`config.mk`:
```
export PLATFORM = sky130hd
export DESIGN_NAME = vga_frame_reader
export DESIGN_NICKNAME = d
export VERILOG_FILES = /design/src/rtl/vga_frame_reader.sv
export SDC_FILE = /design/constraint.sdc
export NUM_CORES = 1
export LEC_CHECK = 0
export CORE_ASPECT_RATIO = 1.2
export CORE_MARGIN = 5
export CORE_UTILIZATION = 35
export CTS_CLUSTER_DIAMETER = 100
export DETAILED_ROUTE_END_ITERATION = 10
export SYNTH_ARGS = -nofsm -noshare
export SYNTH_HDL_FRONTEND = slang
export SYNTH_SLANG_ARGS = --single-unit
export TNS_END_PERCENT = 20
```
`constraint.sdc`:
```
create_clock -name clk -period 4.6 [get_ports clk]
set_input_delay 1.15 -clock clk [delete_from_list [all_inputs] [get_ports clk]]
set_output_delay 1.15 -clock clk [all_outputs]
set_load 0.01 [all_outputs]
```
`src/rtl/vga_frame_reader.sv`:
```
// 640x480@60 VGA timing plus a 2x-replicated 320x240 grayscale frame-buffer reader.
// Pipeline: counters (stage 0) -> RAM address (stage 1) -> aligned outputs (stage 2).
module vga_frame_reader #(
    parameter int unsigned H_ACTIVE = 640,
    parameter int unsigned H_FP     = 16,
    parameter int unsigned H_SYNC   = 96,
    parameter int unsigned H_BP     = 48,
    parameter int unsigned V_ACTIVE = 480,
    parameter int unsigned V_FP     = 10,
    parameter int unsigned V_SYNC   = 2,
    parameter int unsigned V_BP     = 33,
    parameter int unsigned SRC_W    = 320
) (
    input  logic        clk,
    input  logic        reset,
    output logic [16:0] ram_addr,
    input  logic [7:0]  ram_data,
    output logic [7:0]  pixel_out,
    output logic [16:0] pixel_addr,
    output logic        active_area,
    output logic        vsync,
    output logic        hsync_n,
    output logic        vsync_n,
    output logic        frame_start
);

    localparam logic [9:0]  H_ACT    = 10'(H_ACTIVE);
    localparam logic [9:0]  H_LAST   = 10'(H_ACTIVE + H_FP + H_SYNC + H_BP - 1);
    localparam logic [9:0]  HS_START = 10'(H_ACTIVE + H_FP);
    localparam logic [9:0]  HS_STOP  = 10'(H_ACTIVE + H_FP + H_SYNC);
    localparam logic [9:0]  V_ACT    = 10'(V_ACTIVE);
    localparam logic [9:0]  V_LAST   = 10'(V_ACTIVE + V_FP + V_SYNC + V_BP - 1);
    localparam logic [9:0]  VS_START = 10'(V_ACTIVE + V_FP);
    localparam logic [9:0]  VS_STOP  = 10'(V_ACTIVE + V_FP + V_SYNC);
    localparam logic [16:0] ROW_STEP = 17'(SRC_W);

    // Stage 0: raster position and running source-row base address
    logic [9:0]  h_cnt_q, h_cnt_d;
    logic [9:0]  v_cnt_q, v_cnt_d;
    logic [16:0] row_base_q, row_base_d;
    logic        h_wrap, v_wrap;
    logic        active_s0, hsync_s0, vsync_s0, frame_start_s0;
    logic [8:0]  x_src;
    logic [16:0] ram_addr_d;

    // Stage 1: RAM address is in flight; timing flags travel alongside it
    logic [16:0] ram_addr_q;
    logic        active_s1_q, hsync_s1_q, vsync_s1_q, frame_start_s1_q;

    // Stage 2: registered outputs, all updated on the same edge
    logic [7:0]  pixel_out_q;
    logic [16:0] pixel_addr_q;
    logic        active_q, vsync_q, hsync_n_q, vsync_n_q, frame_start_q;

    always_comb begin
        h_wrap  = (h_cnt_q == H_LAST);
        v_wrap  = (v_cnt_q == V_LAST);
        h_cnt_d = h_wrap ? 10'd0 : h_cnt_q + 10'd1;
        v_cnt_d = v_cnt_q;
        if (h_wrap) begin
            v_cnt_d = v_wrap ? 10'd0 : v_cnt_q + 10'd1;
        end

        active_s0      = (h_cnt_q < H_ACT) && (v_cnt_q < V_ACT);
        hsync_s0       = (h_cnt_q >= HS_START) && (h_cnt_q < HS_STOP);
        vsync_s0       = (v_cnt_q >= VS_START) && (v_cnt_q < VS_STOP);
        frame_start_s0 = (h_cnt_q == 10'd0) && (v_cnt_q == 10'd0);

        // Each source row feeds two output lines, so step after the odd one
        row_base_d = row_base_q;
        if (h_wrap && v_wrap) begin
            row_base_d = 17'd0;
        end else if (h_wrap && v_cnt_q[0] && (v_cnt_q < V_ACT)) begin
            row_base_d = row_base_q + ROW_STEP;
        end

        x_src      = h_cnt_q[9:1];
        ram_addr_d = active_s0 ? row_base_q + {8'd0, x_src} : 17'd0;
    end

    always_ff @(posedge clk or posedge reset) begin
        if (reset) begin
            h_cnt_q    <= 10'd0;
            v_cnt_q    <= 10'd0;
            row_base_q <= 17'd0;
        end else begin
            h_cnt_q    <= h_cnt_d;
            v_cnt_q    <= v_cnt_d;
            row_base_q <= row_base_d;
        end
    end

    always_ff @(posedge clk or posedge reset) begin
        if (reset) begin
            ram_addr_q       <= 17'd0;
            active_s1_q      <= 1'b0;
            hsync_s1_q       <= 1'b0;
            vsync_s1_q       <= 1'b0;
            frame_start_s1_q <= 1'b0;
        end else begin
            ram_addr_q       <= ram_addr_d;
            active_s1_q      <= active_s0;
            hsync_s1_q       <= hsync_s0;
            vsync_s1_q       <= vsync_s0;
            frame_start_s1_q <= frame_start_s0;
        end
    end

    // ram_data at this edge belongs to ram_addr_q, so pixel and address stay paired
    always_ff @(posedge clk or posedge reset) begin
        if (reset) begin
            pixel_out_q   <= 8'd0;
            pixel_addr_q  <= 17'd0;
            active_q      <= 1'b0;
            vsync_q       <= 1'b0;
            hsync_n_q     <= 1'b1;
            vsync_n_q     <= 1'b1;
            frame_start_q <= 1'b0;
        end else begin
            pixel_out_q   <= active_s1_q ? ram_data : 8'd0;
            pixel_addr_q  <= active_s1_q ? ram_addr_q : 17'd0;
            active_q      <= active_s1_q;
            vsync_q       <= vsync_s1_q;
            hsync_n_q     <= ~hsync_s1_q;
            vsync_n_q     <= ~vsync_s1_q;
            frame_start_q <= frame_start_s1_q;
        end
    end

    assign ram_addr    = ram_addr_q;
    assign pixel_out   = pixel_out_q;
    assign pixel_addr  = pixel_addr_q;
    assign active_area = active_q;
    assign vsync       = vsync_q;
    assign hsync_n     = hsync_n_q;
    assign vsync_n     = vsync_n_q;
    assign frame_start = frame_start_q;

endmodule
```
==> out/metrics.yaml, run 1 <==
vias: 2344
clk-insertion-delay-late_ps: 330
vias_per_cell: 4.77
status: "completed"
power_density_mw_per_mm2: 354
rsz0062_at_grt: "no"
die_w_um: 101
rows: 39
dieArea_mm2: 0.0120
ys_top_cells_by_count: "80 x dfrtp_1, 26 x and2_1, 25 x nor2_1, 20 x xnor2_1, 15 x nand2_1"
grt_start_max_net_pins: 33
multiInputGateArea_mm2: 0.00131
clock_path_buffers: 2
yosysWarnings: 0
final_area_mm2: 0.00449
portBuffers: 56
synth.most_common_cell: "dfrtp_1"
overflow: 0
final_util_pct: 46.7
synth_area_leader_cell: "dfrtp_1"
final-hold-violation-count: 0
critPathTopFamily: "flip-flops"
fill_cells: 907
synthToLayoutAreaGrowth_pct: 29.8
max_stage_delay_ps: 520
synth_area_mm2: 0.00346
async_flop_share_pct: 100
peakVddDrop_uv: 203
leakage_nw: 1.95
synth_fp_nets: 326
placed_area_mm2: 0.00413
fmax_ghz: 0.397
core_mm2: 0.00961
final_nets: 382
clkTransAtPathRegs_ps: 60
drt_first_pass_iters: 4
setup_ws_ps: 2080
postCtsHoldBufs: 0
cp-end-kind: "output port"
setup_viol: 0
cts_made_buffers: 9
grt-busiest-layer: "met2"
crit_chain: "clkdlybuf4s50_1"
final-seq-area_mm2: 0.00205
holdPathStages: 0
crit_type: "flop to output port"
drc_errors: 0
synth_edf_count: 0
grt_pass1_wl_um: 11200
antenna_found_initial: 0
synthDistinctLibCells: 41
ant_nets: 0
cp_data_required_time_ps: 3450
synthTopCellsByArea: "dfrtp_1 58%, xnor2_1 5.1%, and2_1 4.7%"
min_period_ps: 2520
grt_util_met3_pct: 3.74
pre_cts_ws_ps: 2230
wl_per_cell_um: 13.1
cts_setup_buffers: 0
hold_class: "flop to flop"
avgSynthCellArea_um2: 11.3
cp.arrival_ps: 1370
start_kind: "flop"
r2r_cells: 6
clkSinkCount: 82
cts_root_buf: "clkbuf_16"
ys_ff_latch: 82
cp_max_fo: 1
maxSlewViolCount: 0
final_layout_size_suffix_gt1_share_pct: 7.88
finalCritPeriodShare_pct: 54.7
grt_util_met2_pct: 17.5
synth_top_area_share_pct: 57.9
h-tree-depth: 3
critical_path_buf_inv_count: 1
tightest_slew_ps: 743
io_pins: 57
drt_iter0_drc: 119
cts_tree: "yes"
grt_use_total_pct: 11.7
grt_pass1_vias: 2265
cts.repair.resized: 0
synth-main-ff-cell: "dfrtp_1"
diodes: 0
drv_cap: 0
initial_core_util_pct: 36.0
syn_inst: 307
fin_tns_setup_ps: 0
yosysSeqAreaShare_pct: 59.4
totalWireLength_um: 6420
crit_cells: 1
grtUsageMet1_pct: 15.4
gp_congestion: 0.872
skew_ps: 2.73
slowest_stage: "dfstp_2"
dp.final_hpwl_um: 4700
relSlewSlack_pct: 50.2
die_h_um: 119
[layout make-up]
class	instances	share of cell area [%]
sequential	82	45.8
timing repair buffer	58	12.8
clock inverter	4	2.18
inverter	10	0.865
multi-input combinational	202	29.2
clock buffer	12	5.72
tap	123	3.43
[state kept, by name (all words and copies together), names as in the netlist]
name and flops:
hsync_n 1, vsync 1, pixel_out 8, frame_start_s1_q 1
active_area 1, hsync_s1_q 1, row_base_q 11, h_cnt_q 10
pixel_addr 17, vsync_n 1, active_s1_q 1, v_cnt_q 10
vsync_s1_q 1, ram_addr 17, frame_start 1
[path summary, 6_finish.rpt]
path / from / to / slack (ps)
min reg2reg: frame_start_s1_q / frame_start / 350
max in group asynchronous: reset / hsync_n / 2640
max reg2reg: h_cnt_q[0] / row_base_q[16] / 2250
min in group asynchronous: reset / pixel_out[5] / 1170
min: frame_start_s1_q / frame_start / 350
max: hsync_n / hsync_n / 2080
[cells by family after synthesis]
family	after synthesis	synth area share (%)
buffers and inverters	23	2.71
DFF	82	59.4
AOI/OAI and AO/OA	30	5.86
adders and majority gates	9	3.26
xor gates and xnor gates	27	6.84
and+or+nand+nor	136	21.9
[placed cells by master, fill, tap and decap left out, drive strengths merged, types with 3 or more instances in the layout]
cell type,n
clkbuf,12
nand3,14
and2,26
xor2,7
a21oi,7
dfrtp,80
ha,9
bufinv,3
or3,7
nand4,7
nor3,14
nor2,26
a21o,3
nor4,6
nand2,15
nor2b,4
and3,10
xnor2,20
clkdlybuf4s50,56
o21ai,12
inv,9
[worst reg2reg max path, stage by stage, from the launching register on]
cell and delay [ps]:
dfrtp_1 410, ha_1 250, and4_1 280, nand4_1 540
nor4_1 540, xnor2_1 160, nor2_1 50
[metal layers]
layer	vias up	share of wire, %	routed length (µm)
met5	-	0	0
met4	0	2.4	152
met3	11	8.1	520
met2	83	46	2980
met1	1099	43	2770
li1	1151	-	-
[power by group]
group	internal [W]	switching, W
combinational	0.0000155	0.0000183
clock	0.000560	0.000267
sequential	0.000725	0.000000870
total	0.00130	0.000286
[per-stage QoR]
step	power, W	std cells	hold WS [ps]
CTS	0.00161	491	354
floorplan	0.000754	307	331
finish	0.00159	491	348
global placement	0.000774	475	341
global route	0.00164	491	365
detailed placement	0.000774	475	347
Power figures use the tool's default switching activity.
==> run 2, diff against run 1 <==
==> constraint.sdc (replaced) <==
create_clock -name clk -period 2.2 [get_ports clk]
set_input_delay 0.55 -clock clk [delete_from_list [all_inputs] [get_ports clk]]
set_output_delay 0.55 -clock clk [all_outputs]
set_load 0.01 [all_outputs]
==> out/metrics.yaml, run 2 (same netlist as run 1, synthesis figures left out) <==
ant_nets: 0  # unchanged
hold_class: "flop to flop"
diodes: 0  # unchanged
grt_util_met3_pct: 3.04  # -0.70 points
postCtsHoldBufs: 0  # unchanged
drv_cap: 0  # unchanged
final_cell_mix: "80 x dfrtp_1, 56 x clkdlybuf4s50_1, 26 x and2_1"
cts_made_buffers: 9  # unchanged
final_nets: 393  # +2.9%
drt_first_pass_iters: 4  # unchanged
r2r_cells: 5  # -1
drt_iter0_drc: 127  # +6.7%
grt-busiest-layer: "met2"
endpoint: "row_base_q[15]"
drc_errors: 0  # unchanged
r2r_end: "row_base_q[15]"
rsz0062_at_grt: "no"
totalWireLength_um: 6670  # +3.9%
fmax_ghz: 0.501
grt_util_met2_pct: 18.5  # +1.0 points
fin_tns_setup_ps: 0  # unchanged
clkSinkCount: 82  # unchanged
dieArea_mm2: 0.0120  # unchanged
cts_tree: "yes"
gp_congestion: 0.809  # -7.2%
peakVddDrop_uv: 356  # +75%
clkTransAtPathRegs_ps: 60  # about the same
core_mm2: 0.00961  # unchanged
die_h_um: 119  # unchanged
grtUsageMet1_pct: 15.3  # -0.087 points
crit_type: "flop to flop"
r2r-start: "h_cnt_q[6]"
reg2reg_slack_ps: 200  # -2050 ps
finalCritPeriodShare_pct: 90.7
grt_pass1_vias: 2384  # +5.3%
grt_use_total_pct: 12.1  # +0.40 points
rows: 39  # unchanged
final_cell_count_no_fill: 502  # +2.2%
vias_per_cell: 4.78  # +0.10%
tightest_slew_ps: 570  # -173 ps
setup_viol: 0  # unchanged
clock_path_buffers: 2  # unchanged
grt_start_max_net_pins: 47  # +42%
status: "completed"
relSlewSlack_pct: 62.0  # +12 points
cp_data_required_time_ps: 2470  # -980 ps
cts.repair.resized: 0  # unchanged
clk-insertion-delay-late_ps: 340  # about the same
io_pins: 57  # unchanged
portBuffers: 56  # unchanged
leakage_nw: 1.97  # +0.83%
cp-end-kind: "flop"
start_kind: "flop"
grt_pass1_wl_um: 11500  # +3.3%
die_w_um: 101  # unchanged
min_period_ps: 2000
final_layout_size_suffix_gt1_share_pct: 10.8  # +2.9 points
h-tree-depth: 3  # unchanged
cp_max_fo: 11  # +10
overflow: 0  # unchanged
cts_setup_buffers: 0  # unchanged
wl_per_cell_um: 13.3  # +1.6%
power_density_mw_per_mm2: 677  # +91%
maxSlewViolCount: 0  # unchanged
skew_ps: 5.06  # +2.33 ps
cp.arrival_ps: 2270  # +900 ps
cp-startpoint: "h_cnt_q[6]"
cts_root_buf: "clkbuf_16"
vias: 2399  # +2.3%
initial_core_util_pct: 36.0  # unchanged
fill_cells: 874  # -3.6%
synthToLayoutAreaGrowth_pct: 30.9
antenna_found_initial: 0  # unchanged
final-hold-violation-count: 0  # unchanged
final_common_cell: "dfrtp_1"
dp.final_hpwl_um: 4740  # +0.68%
dp.cells: 485  # +2.1%
## run 2: cell types whose count changed in the layout (fill, tap and decap cells not counted), sizes merged
cell | before | now
buf | 2 | 13
clkinv | 1 | 2
clkbuf | 12 | 9
clkinvlp | 1 | 5
bufinv | 3 | 1
## run 2: final cells by class
class / count / area, µm² / area share (%)
clock buffer: 9 / 225 / 4.98
multi-input combinational: 202 / 1310 / 28.9
tap: 123 / 154 / 3.40
inverter: 10 / 41.3 / 0.913
clock inverter: 7 / 70.1 / 1.55
sequential: 82 / 2050 / 45.4
timing repair buffer: 69 / 671 / 14.8
## run 2: how the worst min path moves through the flow
| stage | startpoint | endpoint | slack [ps] | depth (start not counted) |
|---|---|---|---|---|
| after detailed placement | frame_start_s1_q | frame_start | 340 | 0 |
| after global placement | hsync_s1_q | hsync_n | 340 | 1 |
| final | hsync_s1_q | hsync_n | 350 | 1 |
| after floorplan | frame_start_s1_q | frame_start | 330 | 0 |
| after global routing | frame_start_s1_q | frame_start | 370 | 0 |
| after CTS | hsync_s1_q | hsync_n | 350 | 1 |
## run 2: per-layer routing
metal	part of all wire [%]	wire [µm]
met5	0	0
met4	2.0	130
met3	6.9	462
met2	47	3140
met1	44	2930
## run 2: worst max-delay path, stage by stage (launching register included)
cell and delay (ps):
dfrtp_1 500, or3_1 480, nor3_2 380, nand2_1 170, or3_1 340, o21ai_2 60
## run 2: metrics by stage
stage                     total power [W]  hold WS, ps  util [%]  worst slack (ps)  area, µm²
after floorplan                   0.00158          331         -               447       3460
after global placement            0.00162          341      43.9               188       4220
after detailed placement          0.00162          342      43.9               147       4220
after CTS                         0.00310          352      47.0               137       4520
after global routing              0.00318          373      47.1              64.0       4520
final                             0.00306          352      47.1               204       4520
## run 2: power by group
group | total, W | internal [W] | leakage (nW) | switching, W
clock network | 0.00147 | 0.000873 | 0.133 | 0.000596
registers | 0.00152 | 0.00152 | 1.07 | 0.00000167
logic | 0.0000745 | 0.0000350 | 0.770 | 0.0000395
